**src/rtl/bridge_timer_pkg.sv**
```systemverilog
// Shared constants for bridge_timer: register word indices, CTRL layout, modes, FSM states.
// TIMER_PRESCALER_EN (optional) enables the PSC register at word index 3.
package bridge_timer_pkg;

    localparam logic [1:0] TIMER_CTRL   = 2'd0;
    localparam logic [1:0] TIMER_PRESET = 2'd1;
    localparam logic [1:0] TIMER_COUNT  = 2'd2;
    localparam logic [1:0] TIMER_PSC    = 2'd3;

    localparam int CTRL_EN_BIT   = 0;
    localparam int CTRL_MODE_LSB = 1;
    localparam int CTRL_MODE_MSB = 2;
    localparam int CTRL_IM_BIT   = 3;

    localparam logic [1:0] MODE_ONESHOT = 2'b00;
    localparam logic [1:0] MODE_RELOAD  = 2'b01;

    // HWInt vector bit this timer drives
    localparam int TIMER_HWINT_BIT = 2;

    localparam int PSC_W = 16;

    typedef enum logic [1:0] {
        ST_IDLE = 2'd0,
        ST_LOAD = 2'd1,
        ST_CNT  = 2'd2,
        ST_INT  = 2'd3
    } state_e;

    typedef struct packed {
        logic       im;
        logic [1:0] mode;
        logic       en;
    } ctrl_t;

endpackage

```
**src/rtl/bridge_timer_prescaler.sv**
```systemverilog
// timer_prescaler: divides clk by psc+1 while run is high; only built with TIMER_PRESCALER_EN.
// tick is high in the cycle the count reaches psc.
`ifdef TIMER_PRESCALER_EN
module timer_prescaler
    import bridge_timer_pkg::*;
(
    input  logic             clk,
    input  logic             rst,
    input  logic             clr,
    input  logic             run,
    input  logic [PSC_W-1:0] psc,
    output logic             tick
);

    logic [PSC_W-1:0] cnt_q, cnt_d;

    // >= keeps the divider sane if psc is lowered below the running count
    assign tick = run && (cnt_q >= psc);

    always_comb begin
        cnt_d = cnt_q;
        if (clr) begin
            cnt_d = '0;
        end else if (run) begin
            cnt_d = tick ? '0 : cnt_q + PSC_W'(1);
        end
    end

    always_ff @(posedge clk or negedge rst) begin
        if (!rst) begin
            cnt_q <= '0;
        end else begin
            cnt_q <= cnt_d;
        end
    end

endmodule
`endif

```
**src/rtl/bridge_timer.sv**
```systemverilog
// bridge_timer: bus-mapped countdown timer (one-shot / auto-reload) driving one HWInt bit.
// Define TIMER_PRESCALER_EN to add the PSC register and timer_prescaler.
//   state | meaning
//   IDLE  | stopped, COUNT held
//   LOAD  | COUNT <= PRESET
//   CNT   | counting down
//   INT   | terminal count reached, pending set
module bridge_timer
    import bridge_timer_pkg::*;
#(
    parameter int            DW         = 32,
    parameter logic [DW-1:0] PRESET_RST = '0
) (
    input  logic          clk,
    input  logic          rst,
    input  logic [1:0]    addr,
    input  logic          we,
    input  logic [DW-1:0] din,
    output logic [DW-1:0] dout,
    output logic          irq
);

    localparam logic [DW-1:0] ONE = DW'(1);

    state_e        state_q, state_d;
    ctrl_t         ctrl_q, ctrl_d;
    logic [DW-1:0] preset_q, preset_d;
    logic [DW-1:0] count_q, count_d;
    logic          pending_q, pending_d;
    logic          ctrl_wr;
    logic          tick;

    assign ctrl_wr = we && (addr == TIMER_CTRL);

`ifdef TIMER_PRESCALER_EN
    logic [PSC_W-1:0] psc_q, psc_d;

    assign psc_d = (we && addr == TIMER_PSC) ? din[PSC_W-1:0] : psc_q;

    always_ff @(posedge clk or negedge rst) begin
        if (!rst) begin
            psc_q <= '0;
        end else begin
            psc_q <= psc_d;
        end
    end

    timer_prescaler u_prescaler (
        .clk  (clk),
        .rst  (rst),
        .clr  ((state_q == ST_LOAD) || ctrl_wr),
        .run  (state_q == ST_CNT),
        .psc  (psc_q),
        .tick (tick)
    );
`else
    assign tick = 1'b1;
`endif

    always_comb begin
        state_d   = state_q;
        ctrl_d    = ctrl_q;
        preset_d  = preset_q;
        count_d   = count_q;
        pending_d = pending_q;

        case (state_q)
            ST_IDLE: begin
                if (ctrl_q.en) state_d = ST_LOAD;
            end
            ST_LOAD: begin
                count_d = preset_q;
                state_d = ST_CNT;
            end
            ST_CNT: begin
                if (!ctrl_q.en) begin
                    state_d = ST_IDLE;
                end else if (tick) begin
                    if (count_q > ONE) begin
                        count_d = count_q - ONE;
                    end else begin
                        count_d   = '0;
                        pending_d = 1'b1;
                        state_d   = ST_INT;
                    end
                end
            end
            ST_INT: begin
                if (ctrl_q.mode == MODE_RELOAD) begin
                    pending_d = 1'b0;
                    state_d   = ST_LOAD;
                end else begin
                    ctrl_d.en = 1'b0;
                    state_d   = ST_IDLE;
                end
            end
            default: state_d = ST_IDLE;
        endcase

        if (we && addr == TIMER_PRESET) preset_d = din;

        // A bus write to CTRL overrides whatever the FSM did to EN/pending this cycle
        if (ctrl_wr) begin
            ctrl_d.en   = din[CTRL_EN_BIT];
            ctrl_d.mode = din[CTRL_MODE_MSB:CTRL_MODE_LSB];
            ctrl_d.im   = din[CTRL_IM_BIT];
            pending_d   = 1'b0;
            if (!din[CTRL_EN_BIT]) begin
                state_d = ST_IDLE;
                count_d = count_q;
            end
        end
    end

    always_ff @(posedge clk or negedge rst) begin
        if (!rst) begin
            state_q   <= ST_IDLE;
            ctrl_q    <= '0;
            preset_q  <= PRESET_RST;
            count_q   <= '0;
            pending_q <= 1'b0;
        end else begin
            state_q   <= state_d;
            ctrl_q    <= ctrl_d;
            preset_q  <= preset_d;
            count_q   <= count_d;
            pending_q <= pending_d;
        end
    end

    always_comb begin
        dout = '0;
        case (addr)
            TIMER_CTRL:   dout = {{(DW-4){1'b0}}, ctrl_q};
            TIMER_PRESET: dout = preset_q;
            TIMER_COUNT:  dout = count_q;
            TIMER_PSC: begin
`ifdef TIMER_PRESCALER_EN
                dout = {{(DW-PSC_W){1'b0}}, psc_q};
`else
                dout = '0;
`endif
            end
            default: dout = '0;
        endcase
    end

    assign irq = pending_q & ctrl_q.im;

endmodule

```
**config.mk**
```make
export PLATFORM = sky130hd
export DESIGN_NAME = bridge_timer
export DESIGN_NICKNAME = d
export VERILOG_FILES = /design/src/rtl/bridge_timer_pkg.sv /design/src/rtl/bridge_timer_prescaler.sv /design/src/rtl/bridge_timer.sv
export SDC_FILE = /design/constraint.sdc
export NUM_CORES = 1
export LEC_CHECK = 0
export ABC_AREA = 0
export ABC_CLOCK_PERIOD_IN_PS = 5700
export CORE_UTILIZATION = 28
export DETAILED_ROUTE_END_ITERATION = 10
export MAX_ROUTING_LAYER = met4
export PLACE_DENSITY = 0.51
export SYNTH_ARGS = -nofsm -noshare
export SYNTH_HDL_FRONTEND = slang
export SYNTH_SLANG_ARGS = --single-unit
```
**constraint.sdc**
```tcl
create_clock -name clk -period 5.7 [get_ports clk]
set_input_delay 0.57 -clock clk [delete_from_list [all_inputs] [get_ports clk]]
set_output_delay 0.57 -clock clk [all_outputs]
set_load 0.02 [all_outputs]
```
==> flow_results.org, run 1 <==
** Status
- The flow ran to the end, and the final reports show no timing, DRC or antenna violations.

** Pwr
- The analysis attributes to cell leakage a power of 2.01 nW.
- Dividing total power by cell area gives a power density of 453 mW/mm^2.
- Worst IR Drop VDD :: 144 uV
- The completed layout was analyzed and its total power is 2.35 mW.

** Final layout
- The library cell used most frequently in the layout, excluding fill and tap cells, is sky130_fd_sc_hd__dfrtp_1.
- In the final layout, the multi-input gates occupy 0.00214 sq mm.
- The area growth from synthesis to layout is 27.7%.
- Fraction of layout cells with a size suffix above 1 :: 14.2%
- Design area :: 0.00519 sq mm
- Registers take 0.00178 sq mm.
- In the final design database the tool counted 501 nets.
- The filler cells instantiated in the layout total 1416.
- The library cells used most frequently in the layout, excluding fill and tap cells, are sky130_fd_sc_hd__dfrtp_1 (71), sky130_fd_sc_hd__clkdlybuf4s50_1 (68), sky130_fd_sc_hd__a22o_1 (39).
- The number of antenna diodes in the final layout is 0.
- Count of placed standard cells in the final layout, fillers left out :: 644
- Final standard cell utilization of the core :: 37.1%

** CTS
- TritonCTS built the clock tree.
- The cell sitting at the root of the clock tree is a sky130_fd_sc_hd__clkbuf_16.
- After clock tree synthesis, the flow added hold-fix buffers numbering 0.
- Clock sinks :: 71
- In this run the number of H-tree levels came out at 3.
- TritonCTS created 9 clock buffers.
- Insertion delay to the later sink of the worst-skew pair :: 0.34 ns
- The number of setup buffers added after CTS is 0.
- Post-CTS resize count :: 0
- Clock transition at the registers of the reported paths :: 0.05 ns
- Counting along the longest clock path gives a buffer depth of 2.

** Global routing
- Via count of the first global-routing pass :: 3412
- The number of antenna violations at the first check in global routing came to 0.
- Global-route wire length before repair :: 18700 microns
- Global routing consumed, over all layers together, 16.8% of the routing resources.
- Global routing finished with a remaining overflow of 0.
- Entering global routing, the biggest net connects 72 pins.

** Routing
- Detailed routing placed a total of 5190 microns of wire on met2.
- After detailed routing, the average wire length per cell comes to 17.8 microns.
- The pre-antenna-repair detailed-routing pass consisted of 4 iterations.
- In this run, the number of DRC markers left after iteration 0 of detailed routing was 214.
- Total length of routed wires :: 11400 microns
- In the final routing, the length of wire on met1 measures 5450 microns.
- For this run, design rule violations remaining after detail routing come to 0.
- In the routed layout, each cell is associated on average with a via count of 5.42.
- Met3 wire length :: 606 microns
- The routed layout has 3488 vias.
- Number of nets with antenna violations after detailed routing :: 0
- The highest metal layer carrying signal wires in the routed design is met4.

** STA
- Setup violation total in the final timing report :: 0
- Max_slew headroom :: 28.3%
- Hold WS :: 0.465 ns
- Max-slew violation count :: 0
- Final setup TNS :: 0 ns
- Final critical-path required period :: 3.43 ns
- Maximum clock rate :: 0.291 GHz
- Setup repair after global routing left no endpoint under its margin.
- For the pin with the worst max-slew slack, the measured transition is 1.07 ns.
- Final period util :: 60.2%
- Slack of the critical path :: 2.27 ns
- The total count of hold-check failures in the final report was 0.
- Final setup skew :: 0.00662 ns

** Die
- Effective utilization at floorplan :: 29.0%
- The floorplan step defined a die boundary enclosing 0.0150 sq mm.
- Core area :: 0.0140 sq mm
- Std cell rows :: 43
- Measured along the y axis, the die boundary spans 122 microns.
- For this design the top-level I/O count stands at 70.
- Chip Width :: 122 microns

** Critical path
- The worst setup path is launched from an input pin.
- Crit path kind :: input pin to output pin
- Along the worst path, the maximum fanout reaches 33.
- Required @ worst endpoint :: 5.13 ns
- STA classifies the critical path endpoint as an output pin.
- At the worst endpoint, the arrival time is 2.86 ns.

** Place
- Global placer's final weighted congestion :: 0.792
- Port buffering added 69 buffers.
- Placed wire-length estimate after detailed placement :: 7580 microns
- Before CTS, the worst setup slack after placement is 2.17 ns.
- The placed instances occupy a cell area of 0.00492 sq mm.
- After detailed placement, the design holds a cell count of 631.

** Synth
- The number of nets handed over by synthesis was 444.
- In the synthesized netlist the async set-or-reset flop fraction comes to 100%.
- Post-synthesis instance area :: 0.00406 sq mm
- EDFF count, synth :: 0
- Sequential share of the synthesized area :: 43.7%
- The Yosys step of the flow raised 0 warnings.
- After technology mapping, the gate count stands at 405.
- Total of flip-flops plus latches after synthesis :: 71
- The most used flip-flop cell after synthesis is sky130_fd_sc_hd__dfrtp_1.
- Synthesized area per cell :: 10.0 sq um
- Number of distinct library cell variants in the gate-level netlist after synthesis :: 51

** Run
- Maximum capacitance violations :: 0

** Worst hold path
- In this run the worst hold path is classified as input pin to asynchronous set/reset pin.
[sequential cells by signal (all words and copies together), names as in the netlist]
| signal | flops |
|---|---|
| count_q | 32 |
| ctrl_q | 4 |
| pending_q | 1 |
| preset_q | 32 |
| state_q | 2 |
[synth_stat cells (all sizes together) (2+ instances only)]
cell type  count  area share (%)
o31a           3            0.65
a32oi          7             1.5
o211ai         2            0.37
o41ai          5             1.1
a221o          2            0.49
or3            8             1.4
nor3          20             2.5
nor4          12             2.2
nor4b          3            0.65
o2bb2ai       12             2.6
buf            7            0.74
or4            6             1.3
nor3b          2            0.37
nor2b          5            0.77
nand4b         2            0.43
dfrtp         71              44
a22o          40             8.7
a21oi          8             1.1
and2           4            0.62
ha             2            0.62
nor2          12             1.1
clkbuf        23             2.1
nand2         33             3.0
a21o           2            0.40
inv            9            0.83
a22oi          4            0.74
o21ai         37             4.6
o21bai         2            0.37
mux2          35             9.7
o31ai          6             1.4
mux2i          5             1.2
nand3          6            0.74
[final timing paths]
check                           startpoint     endpoint  slack (ns)  cells past startpoint
worst max register to register  count_q[4]  count_q[11]        2.64                      6
max in group asynchronous              rst  count_q[17]        4.65                      2
worst min-delay path                   rst  preset_q[4]        0.46                      2
worst max-delay path               addr[0]     dout[14]        2.27                      4
min in group clk                 ctrl_q[1]    ctrl_q[1]        0.53                      1
worst min register to register   ctrl_q[1]    ctrl_q[1]        0.53                      1
[report_power, final]
| group | switching, mW | total [mW] | internal, mW |
|---|---|---|---|
| Clock | 0.203 | 0.534 | 0.331 |
| Combinational | 0.494 | 0.916 | 0.422 |
| Sequential | 0.228 | 0.897 | 0.668 |
[cells by family (layout without fill, tap and decap cells)]
| logic type | Yosys count | in the layout | synth area share, % |
|---|---|---|---|
| AO/OA/AOI/OAI | 136 | 136 | 25.2 |
| AND/OR/NAND/NOR | 117 | 117 | 15.8 |
| flip-flops | 71 | 71 | 43.7 |
| multiplexers | 40 | 40 | 10.9 |
| buffers and inverters | 39 | 98 | 3.70 |
| adder cells (fa/ha/maj) | 2 | 2 | 0.616 |
[per-layer routing]
layer	track usage [%]	up-vias
met5	-	-
met4	6.48	0
met3	2.51	14
met2	25.2	94
met1	22.6	1701
li1	-	1679
[area by class of cell]
type / count / area share, %
Clock buffer: 11 / 4.49
Clock inverter: 2 / 0.676
Inverter: 9 / 0.651
Multi-Input combinational cell: 295 / 41.4
Sequential cell: 71 / 34.3
Tap cell: 180 / 4.34
Timing Repair Buffer: 76 / 14.2
[worst max-delay path, stage by stage]
cell                              delay [ns]
sky130_fd_sc_hd__clkdlybuf4s50_1        0.63
sky130_fd_sc_hd__nor2b_4                0.76
sky130_fd_sc_hd__a22o_1                 0.27
sky130_fd_sc_hd__clkdlybuf4s50_1        0.61
(Power assumes the default switching activity.)
==> inputs of run 2 (changes only) <==
ABC_CLOCK_PERIOD_IN_PS = 3400   (was 5700)
clock period = 3.4 ns   (was 5.7 ns; I/O delays follow)
==> run 2 against run 1 <==
Clock power grew 87%. Core utilization grew 0.70 points. Worst setup slack lost 1.6 ns. Non-clock buffer count up 6. Sequential cell count unchanged. Critical path depth increased by 1. Sequential share of layout area decreased by 0.63 points. Wire length is 0.53% higher. Cell count grew 1.2%. Largest power group unchanged.
==> flow_results.org, run 2 (synthesis gave the netlist of run 1 again) <==
** Final layout
- Regs by FF count :: count_q (32), preset_q (32), ctrl_q (4)
- Most frequent cells in the layout :: sky130_fd_sc_hd__dfrtp_1 (71), sky130_fd_sc_hd__clkdlybuf4s50_1 (68), sky130_fd_sc_hd__a22o_1 (39)
- Summing all non-filler instances in the final layout gives an area of 0.00528 sq mm.
- Most common library cell in the layout ignoring fill and taps :: sky130_fd_sc_hd__dfrtp_1
- 0 antenna diodes ended up in the layout.
- Nets :: 507
- From synthesis to final layout, the design area changed by 30.1%.
- Fraction of layout cells with a size suffix above 1 :: 15.9%
- Fill cell count :: 1416

** Status
- Run status :: completed

** CTS
- In this run the clock root is driven by a sky130_fd_sc_hd__clkbuf_16.
- The clock tree synthesis step divided the H-tree into 3 levels.
- TritonCTS created 9 clock buffers.
- Clock buffer depth :: 2
- Post-CTS resize count :: 0
- TritonCTS clock tree :: built
- Buffers added to address setup during post-CTS repair amount to 0.
- In this run, post-CTS hold repair placed 0 buffers.
- Clock transition at the registers of the reported paths :: 0.06 ns
- Clock latency on the worst-skew pair, taken at its later pin, is 0.33 ns.
- Clock tree synthesis found a total of 71 sinks.

** STA
- In this run the tightest slew margin relative to its limit is 26.0%.
- The number of pins exceeding their max-slew limit in the final report is 0.
- Final critical-path required period :: 2.78 ns
- Setup violation total in the final timing report :: 0
- Setup repair after global routing left no endpoint under its margin.
- The clock arrives with 0.00889 ns of skew.
- For this run, the top clock speed supported by timing is 0.360 GHz.
- Final-report hold violation count :: 0
- For the final routed database, the setup TNS stands at 0 ns.
- Final period util :: 81.6%
- At the pin with the least slew margin, the transition time is 1.11 ns.

** Routing
- Number of nets with antenna violations after detailed routing :: 0
- Total length of routed wires :: 11500 microns
- Via density per instance :: 5.37
- In the final routed layout, each cell accounts on average for 17.7 microns.
- Iteration-0 DRC Markers :: 267
- For this run, design rule violations remaining after detail routing come to 0.
- The first detailed-routing pass took 4 iterations.
- The detailed router placed 3502 vias in this run.

** Global routing
- Via count of the first global-routing pass :: 3585
- Global-route wire length before repair :: 19000 microns
- Entering global routing, the biggest net connects 36 pins.
- Congestion Overflow GR :: 0
- Global Route Usage Sum :: 17.1%
- Initial antenna violation count :: 0

** Run
- Max-cap violations in this run came to 0.

** Die
- Effective utilization at floorplan :: 29.0%
- The die covers 0.0150 sq mm.
- Std cell rows :: 43
- Number of ports placed on the die boundary :: 70
- Core area :: 0.0140 sq mm
- The die is 122 microns tall.
- Chip Width :: 122 microns

** Critical path
- The worst register-to-register path has a setup slack of 0.70 ns.
- Startpoint type of the worst setup path :: input pin
- CP Data Arrival Time :: 2.44 ns
- In this run the worst path has a maximum fanout of 28.
- Required @ worst endpoint :: 3.06 ns
- STA classifies the critical path endpoint as an output pin.
- The critical path in this run is classified as input pin to output pin.

** Pwr
- Across the VDD grid, the largest voltage drop is 348 uV.
- Power spread over the standard cell area amounts to 773 mW/mm^2.
- Power comes to 4.08 mW.
- Static Leak :: 2.06 nW

** Worst hold path
- The path class of the tightest hold or removal check is input pin to asynchronous set/reset pin.

** Place
- The HPWL after detailed placement is 7840 microns.
- Post-placement cell area :: 0.00497 sq mm
- Routability-driven placement finished with a final weighted congestion of 0.770.
- # port buffers :: 69
-- run 2: changes by cell type in the layout (fill, tap and decap cells not counted), sizes merged --
cell | previous run | this run
buf | 8 | 14
bufinv | 1 | 2
clkinv | 1 | 2
-- run 2: final timing paths --
| check | startpoint | to | cells past startpoint |
|---|---|---|---|
| setup / recovery | addr[1] | dout[23] | 5 |
| hold / removal | rst | count_q[6] | 1 |
| setup reg to reg | count_q[9] | count_q[21] | 6 |
| hold reg to reg | preset_q[20] | count_q[20] | 2 |
| max in group asynchronous | rst | preset_q[24] | 2 |
| min in group clk | preset_q[20] | count_q[20] | 2 |
-- run 2: worst max-delay path, stage by stage --
cell	delay [ns]
sky130_fd_sc_hd__clkdlybuf4s50_1	0.69
sky130_fd_sc_hd__nor2b_2	0.21
sky130_fd_sc_hd__buf_4	0.34
sky130_fd_sc_hd__a22o_1	0.24
sky130_fd_sc_hd__clkdlybuf4s50_1	0.61
-- run 2: routing by layer --
metal	routed length, microns	GRT usage [%]	vias to the layer above
met2	5350	25.2	85
met3	492	3.35	10
met4	157	7.09	0
li1	-	-	1696
met1	5510	22.8	1711
met5	0	-	-
-- run 2: power breakdown --
part	internal (mW)	switching, mW
Clock	0.655	0.344
Sequential	1.12	0.387
Combinational	0.739	0.837
Total	2.51	1.57
-- run 2: cell type report --
cell class | instances | area [sq um] | share of cell area (%)
Tap cell | 180 | 225 | 4.26
Clock inverter | 4 | 70.1 | 1.33
Timing Repair Buffer | 82 | 796 | 15.1
Sequential cell | 71 | 1780 | 33.6
Multi-Input combinational cell | 295 | 2140 | 40.5
Inverter | 9 | 33.8 | 0.639
Clock buffer | 11 | 243 | 4.59
-- run 2: per-stage QoR --
stage	setup WS, ns	util, %	std cells	hold slack, ns
2_1_floorplan	1.04	-	405	0.0444
3_3_place_gp	0.661	35.5	637	0.404
3_5_place_dp	0.623	35.5	637	0.405
4_1_cts	0.618	37.8	652	0.0479
5_1_grt	0.438	37.8	652	0.0725
6_report	0.624	37.8	652	0.0316
==> edit 1, RTL diff (settings of run 1) <==
Set the parameter `DW` to 64 (it was 32).
--- a/src/rtl/bridge_timer.sv
+++ b/src/rtl/bridge_timer.sv
@@ -9,5 +9,5 @@
     import bridge_timer_pkg::*;
 #(
-    parameter int            DW         = 32,
+    parameter int            DW         = 64,
     parameter logic [DW-1:0] PRESET_RST = '0
 ) (
Interface: changed (resized din and dout); port bits go from 70 to 134. No check against the original RTL was run, so the function may have changed too.
==> edit 1 against run 1 <==
Area after synthesis up 87%; worst setup slack got worse by 0.49 ns; cell count is 90% higher; total power rose by 100%; count of clock-buffer cells in the layout rose by 11; final area is 90% higher; via count increased by 95%; routed wire length rose by 120%; sequential cell count rose by 64; worst hold slack got worse by 0.24 ns; largest power group unchanged; highest routed layer unchanged.
==> edit 1: results (changes against run 1) <==
<table>
<tr><th>Metric</th><th>Value</th></tr>
<tr><th colspan="2">Timing</th></tr>
<tr><td>Clock skew</td><td>0.0104 ns (+0.00379 ns)</td></tr>
<tr><td>Worst path setup slack after routing</td><td>1.78 ns (-0.490 ns)</td></tr>
<tr><th colspan="2">Critical path</th></tr>
<tr><td>Biggest cell delay along the critical path</td><td>0.73 ns (-0.03 ns)</td></tr>
<tr><td>Reg2reg setup slack</td><td>1.93 ns (-0.71 ns)</td></tr>
<tr><td>CP max-delay cell</td><td>sky130_fd_sc_hd__clkdlybuf4s50_1</td></tr>
<tr><th colspan="2">Final layout</th></tr>
<tr><td>Final standard cell utilization of the core</td><td>37.5% (+0.38 points)</td></tr>
<tr><td>Registers with the highest flip-flop counts</td><td>count_q x64, preset_q x64, ctrl_q x4</td></tr>
<tr><td>Layout cell share with drive strength beyond 1</td><td>14.2% (-0.019 points)</td></tr>
<tr><th colspan="2">Routing</th></tr>
<tr><td>Number of iterations in the first detailed-routing pass</td><td>5 (+1)</td></tr>
<tr><td>Met3 wire length</td><td>1.22 mm (+100%)</td></tr>
<tr><td>Routed wire length</td><td>24.7 mm (+120%)</td></tr>
<tr><td>Metal2 WL</td><td>11.0 mm (+110%)</td></tr>
<tr><td>Number of DRC violations after detailed-routing iteration 0</td><td>456 (+110%)</td></tr>
<tr><th colspan="2">Global routing</th></tr>
<tr><td>Largest net degree at the start of global routing</td><td>85 (+18%)</td></tr>
<tr><td>Number of antenna violations at the first check in global routing</td><td>1 (+1)</td></tr>
<tr><td>Global-route usage over all layers</td><td>18.4% (+1.7 points)</td></tr>
<tr><td>Global-route wire length before repair</td><td>39.0 mm (+110%)</td></tr>
<tr><th colspan="2">Run status</th></tr>
<tr><td>Result of the run</td><td>complete, no violations</td></tr>
<tr><th colspan="2">Synth</th></tr>
<tr><td>Adder and majority gate portion of the synthesized area</td><td>0.329% (-0.29 points)</td></tr>
<tr><td>Share of the synthesized area in compound gates (AO/OA/AOI/OAI)</td><td>22.7% (-2.5 points)</td></tr>
<tr><td>Post-synthesis share of cell area spent on xor and xnor gates</td><td>0.115% (+0.12 points)</td></tr>
<tr><th colspan="2">Power and ir drop</th></tr>
<tr><td>Worst vdd rail ir drop</td><td>193 µV (+34%)</td></tr>
<tr><td>Sequential group power</td><td>1710 µW (+91%)</td></tr>
<tr><td>Leakage power</td><td>0.00385 µW (+92%)</td></tr>
<tr><th colspan="2">Place</th></tr>
<tr><td>Buffers on Ports</td><td>133 (+93%)</td></tr>
<tr><td>Number of placed instances, taps included</td><td>1190 (+89%)</td></tr>
<tr><td>HPWL reported at the end of detailed placement</td><td>16.1 mm (+110%)</td></tr>
<tr><td>Placed standard-cell area</td><td>9240 µm² (+88%)</td></tr>
</table>
[edit 1: cell count changes in the layout (fill, tap and decap cells not counted), moves of 10 or more]
cell	delta
sky130_fd_sc_hd__clkdlybuf4s50_1	+64
sky130_fd_sc_hd__nor4_1	+19
sky130_fd_sc_hd__nand3_1	+13
sky130_fd_sc_hd__dfrtp_1	+64
sky130_fd_sc_hd__a221o_1	+13
sky130_fd_sc_hd__or4_1	+10
sky130_fd_sc_hd__nor2_1	+23
sky130_fd_sc_hd__nand2_1	+24
sky130_fd_sc_hd__o21ai_0	+15
sky130_fd_sc_hd__a22o_1	+34
sky130_fd_sc_hd__mux2_2	+32
sky130_fd_sc_hd__nand4_1	+10
[edit 1: worst paths after layout]
path                                          from                       to  depth (start not counted)
hold / removal                                 rst  count_q[37]$_DFFE_PN0P_                          1
setup / recovery                           addr[1]                 dout[43]                          5
max in group asynchronous                      rst  count_q[21]$_DFFE_PN0P_                          2
hold reg to reg            count_q[11]$_DFFE_PN0P_  count_q[11]$_DFFE_PN0P_                          1
setup reg to reg           count_q[10]$_DFFE_PN0P_  count_q[23]$_DFFE_PN0P_                          7
min in group clk           count_q[11]$_DFFE_PN0P_  count_q[11]$_DFFE_PN0P_                          1
[edit 1: cell type report]
| type | count | share of cell area [%] |
|---|---|---|
| well taps | 335 | 4.25 |
| flip-flops and latches | 135 | 34.2 |
| clock inverters | 10 | 1.44 |
| diodes | 1 | 0.0253 |
| clock buffers | 22 | 4.90 |
| multi-input cells | 557 | 40.0 |
| inverters | 19 | 0.722 |
| repair buffers | 144 | 14.5 |
[edit 1: per-layer routing]
layer  vias to the layer above  track usage, %
met3                         9            3.68
met4                         0            3.82
met2                       211            27.4
li1                       3191               -
met5                         -               -
met1                      3402            25.8
==> edit 2, RTL diff (settings of run 1) <==
Made on the original files. Re-encode `state_e` (4 states) as Gray code, 2 bits wide.
--- a/src/rtl/bridge_timer_pkg.sv
+++ b/src/rtl/bridge_timer_pkg.sv
@@ -22,8 +22,8 @@
 
     typedef enum logic [1:0] {
-        ST_IDLE = 2'd0,
-        ST_LOAD = 2'd1,
-        ST_CNT  = 2'd2,
-        ST_INT  = 2'd3
+        ST_IDLE = 2'b00,
+        ST_LOAD = 2'b01,
+        ST_CNT  = 2'b11,
+        ST_INT  = 2'b10
     } state_e;
 
Check against the original RTL: no difference found for any inputs over 4 cycles, from zero or initial values and one cycle with rst low; so few cycles prove little.
==> edit 2 against run 1 <==
Clock power is 2% lower; routed wire length increased by 5.5%; fmax down 7.4%; sequential cell count did not move; worst setup slack lost 0.27 ns; area after synthesis fell by 1.0%; total power increased by 0.54%; final area decreased by 1.1%; largest power group unchanged.
==> edit 2: results (changes against run 1) <==
<table>
<tr><th>Metric</th><th>Value</th></tr>
<tr><th colspan="2">Run status</th></tr>
<tr><td>Result of the run</td><td>complete, no violations</td></tr>
<tr><th colspan="2">Power and ir drop</th></tr>
<tr><td>Sum of internal, switching and leakage power</td><td>2360 µW (+0.54%)</td></tr>
<tr><td>Worst vdd rail ir drop</td><td>155 µV (+7.5%)</td></tr>
<tr><td>Leakage power</td><td>0.00202 µW (+0.63%)</td></tr>
<tr><th colspan="2">Synth</th></tr>
<tr><td>Cell types with the highest counts after synthesis</td><td>sky130_fd_sc_hd__dfrtp_1, sky130_fd_sc_hd__mux2_2, sky130_fd_sc_hd__nand2_1</td></tr>
<tr><td>Proportion of synthesized chip area in sequential cells</td><td>44.2% (+0.46 points)</td></tr>
<tr><td>Net count after synthesis</td><td>448 (+0.90%)</td></tr>
<tr><td>Synth Area per Inst</td><td>9.83 µm² (-2.0%)</td></tr>
<tr><th colspan="2">Final layout</th></tr>
<tr><td>Share of cell area taken by flip-flops and latches</td><td>34.6% (+0.37 points)</td></tr>
<tr><td>Comb_multi_in</td><td>293 (-0.68%)</td></tr>
<tr><td>Number of sequential cells</td><td>71 (unchanged)</td></tr>
<tr><td>Layout cell share with drive strength beyond 1</td><td>14.1% (-0.091 points)</td></tr>
<tr><td>Multi-input gate area</td><td>2080 µm² (-3.2%)</td></tr>
<tr><td>Non-clock inverter count in the final layout</td><td>11 (+2)</td></tr>
<tr><td>Clock distribution area overhead in the final layout</td><td>5.17% (+0.0066 points)</td></tr>
<tr><th colspan="2">Global routing</th></tr>
<tr><td>Global-route usage over all layers</td><td>18.1% (+1.4 points)</td></tr>
<tr><td>Met1 track utilization from global routing</td><td>24.3% (+1.7 points)</td></tr>
<tr><th colspan="2">Timing</th></tr>
<tr><td>Clock skew</td><td>0.00613 ns (-0.000485 ns)</td></tr>
<tr><td>Max-slew headroom</td><td>32.7% (+4.4 points)</td></tr>
<tr><th colspan="2">Critical path</th></tr>
<tr><td>Worst-path fanout max</td><td>17 (-48%)</td></tr>
<tr><td>Last element of the critical path</td><td>dout[29]</td></tr>
<tr><td>Crit path DAT</td><td>3.14 ns (+0.28 ns)</td></tr>
<tr><th colspan="2">Place</th></tr>
<tr><td>Final RePlAce weighted congestion</td><td>0.825 (+4.2%)</td></tr>
<tr><td>Number of placed instances, taps included</td><td>632 (+0.16%)</td></tr>
<tr><th colspan="2">Routing</th></tr>
<tr><td>Number of vias after detailed routing</td><td>3510 (+0.63%)</td></tr>
</table>
[edit 2: power groups by stage]
stage	Combinational [µW]	Sequential [µW]	Clock, µW
6_report	919	918	522
5_1_grt	1020	955	554
4_1_cts	926	917	537
3_5_place_dp	919	925	0
3_3_place_gp	904	926	0
2_1_floorplan	688	812	0
[edit 2: kinds of logic after synthesis]
logic type	after synthesis	synth area share (%)
AO/OA/AOI/OAI	122	22.6
adder cells (fa/ha/maj)	2	0.623
buffers and inverters	45	4.51
flip-flops	71	44.2
multiplexers	42	11.5
AND/OR/NAND/NOR	127	16.5
[edit 2: through the flow]
step / hold slack [ns] / area, µm² / utilization (%)
after floorplan: 0.274 / 4020 / -
after global placement: 0.498 / 4870 / 34.9
after detailed placement: 0.490 / 4870 / 34.9
after CTS: 0.493 / 5130 / 36.8
after global routing: 0.539 / 5130 / 36.8
final: 0.432 / 5130 / 36.8
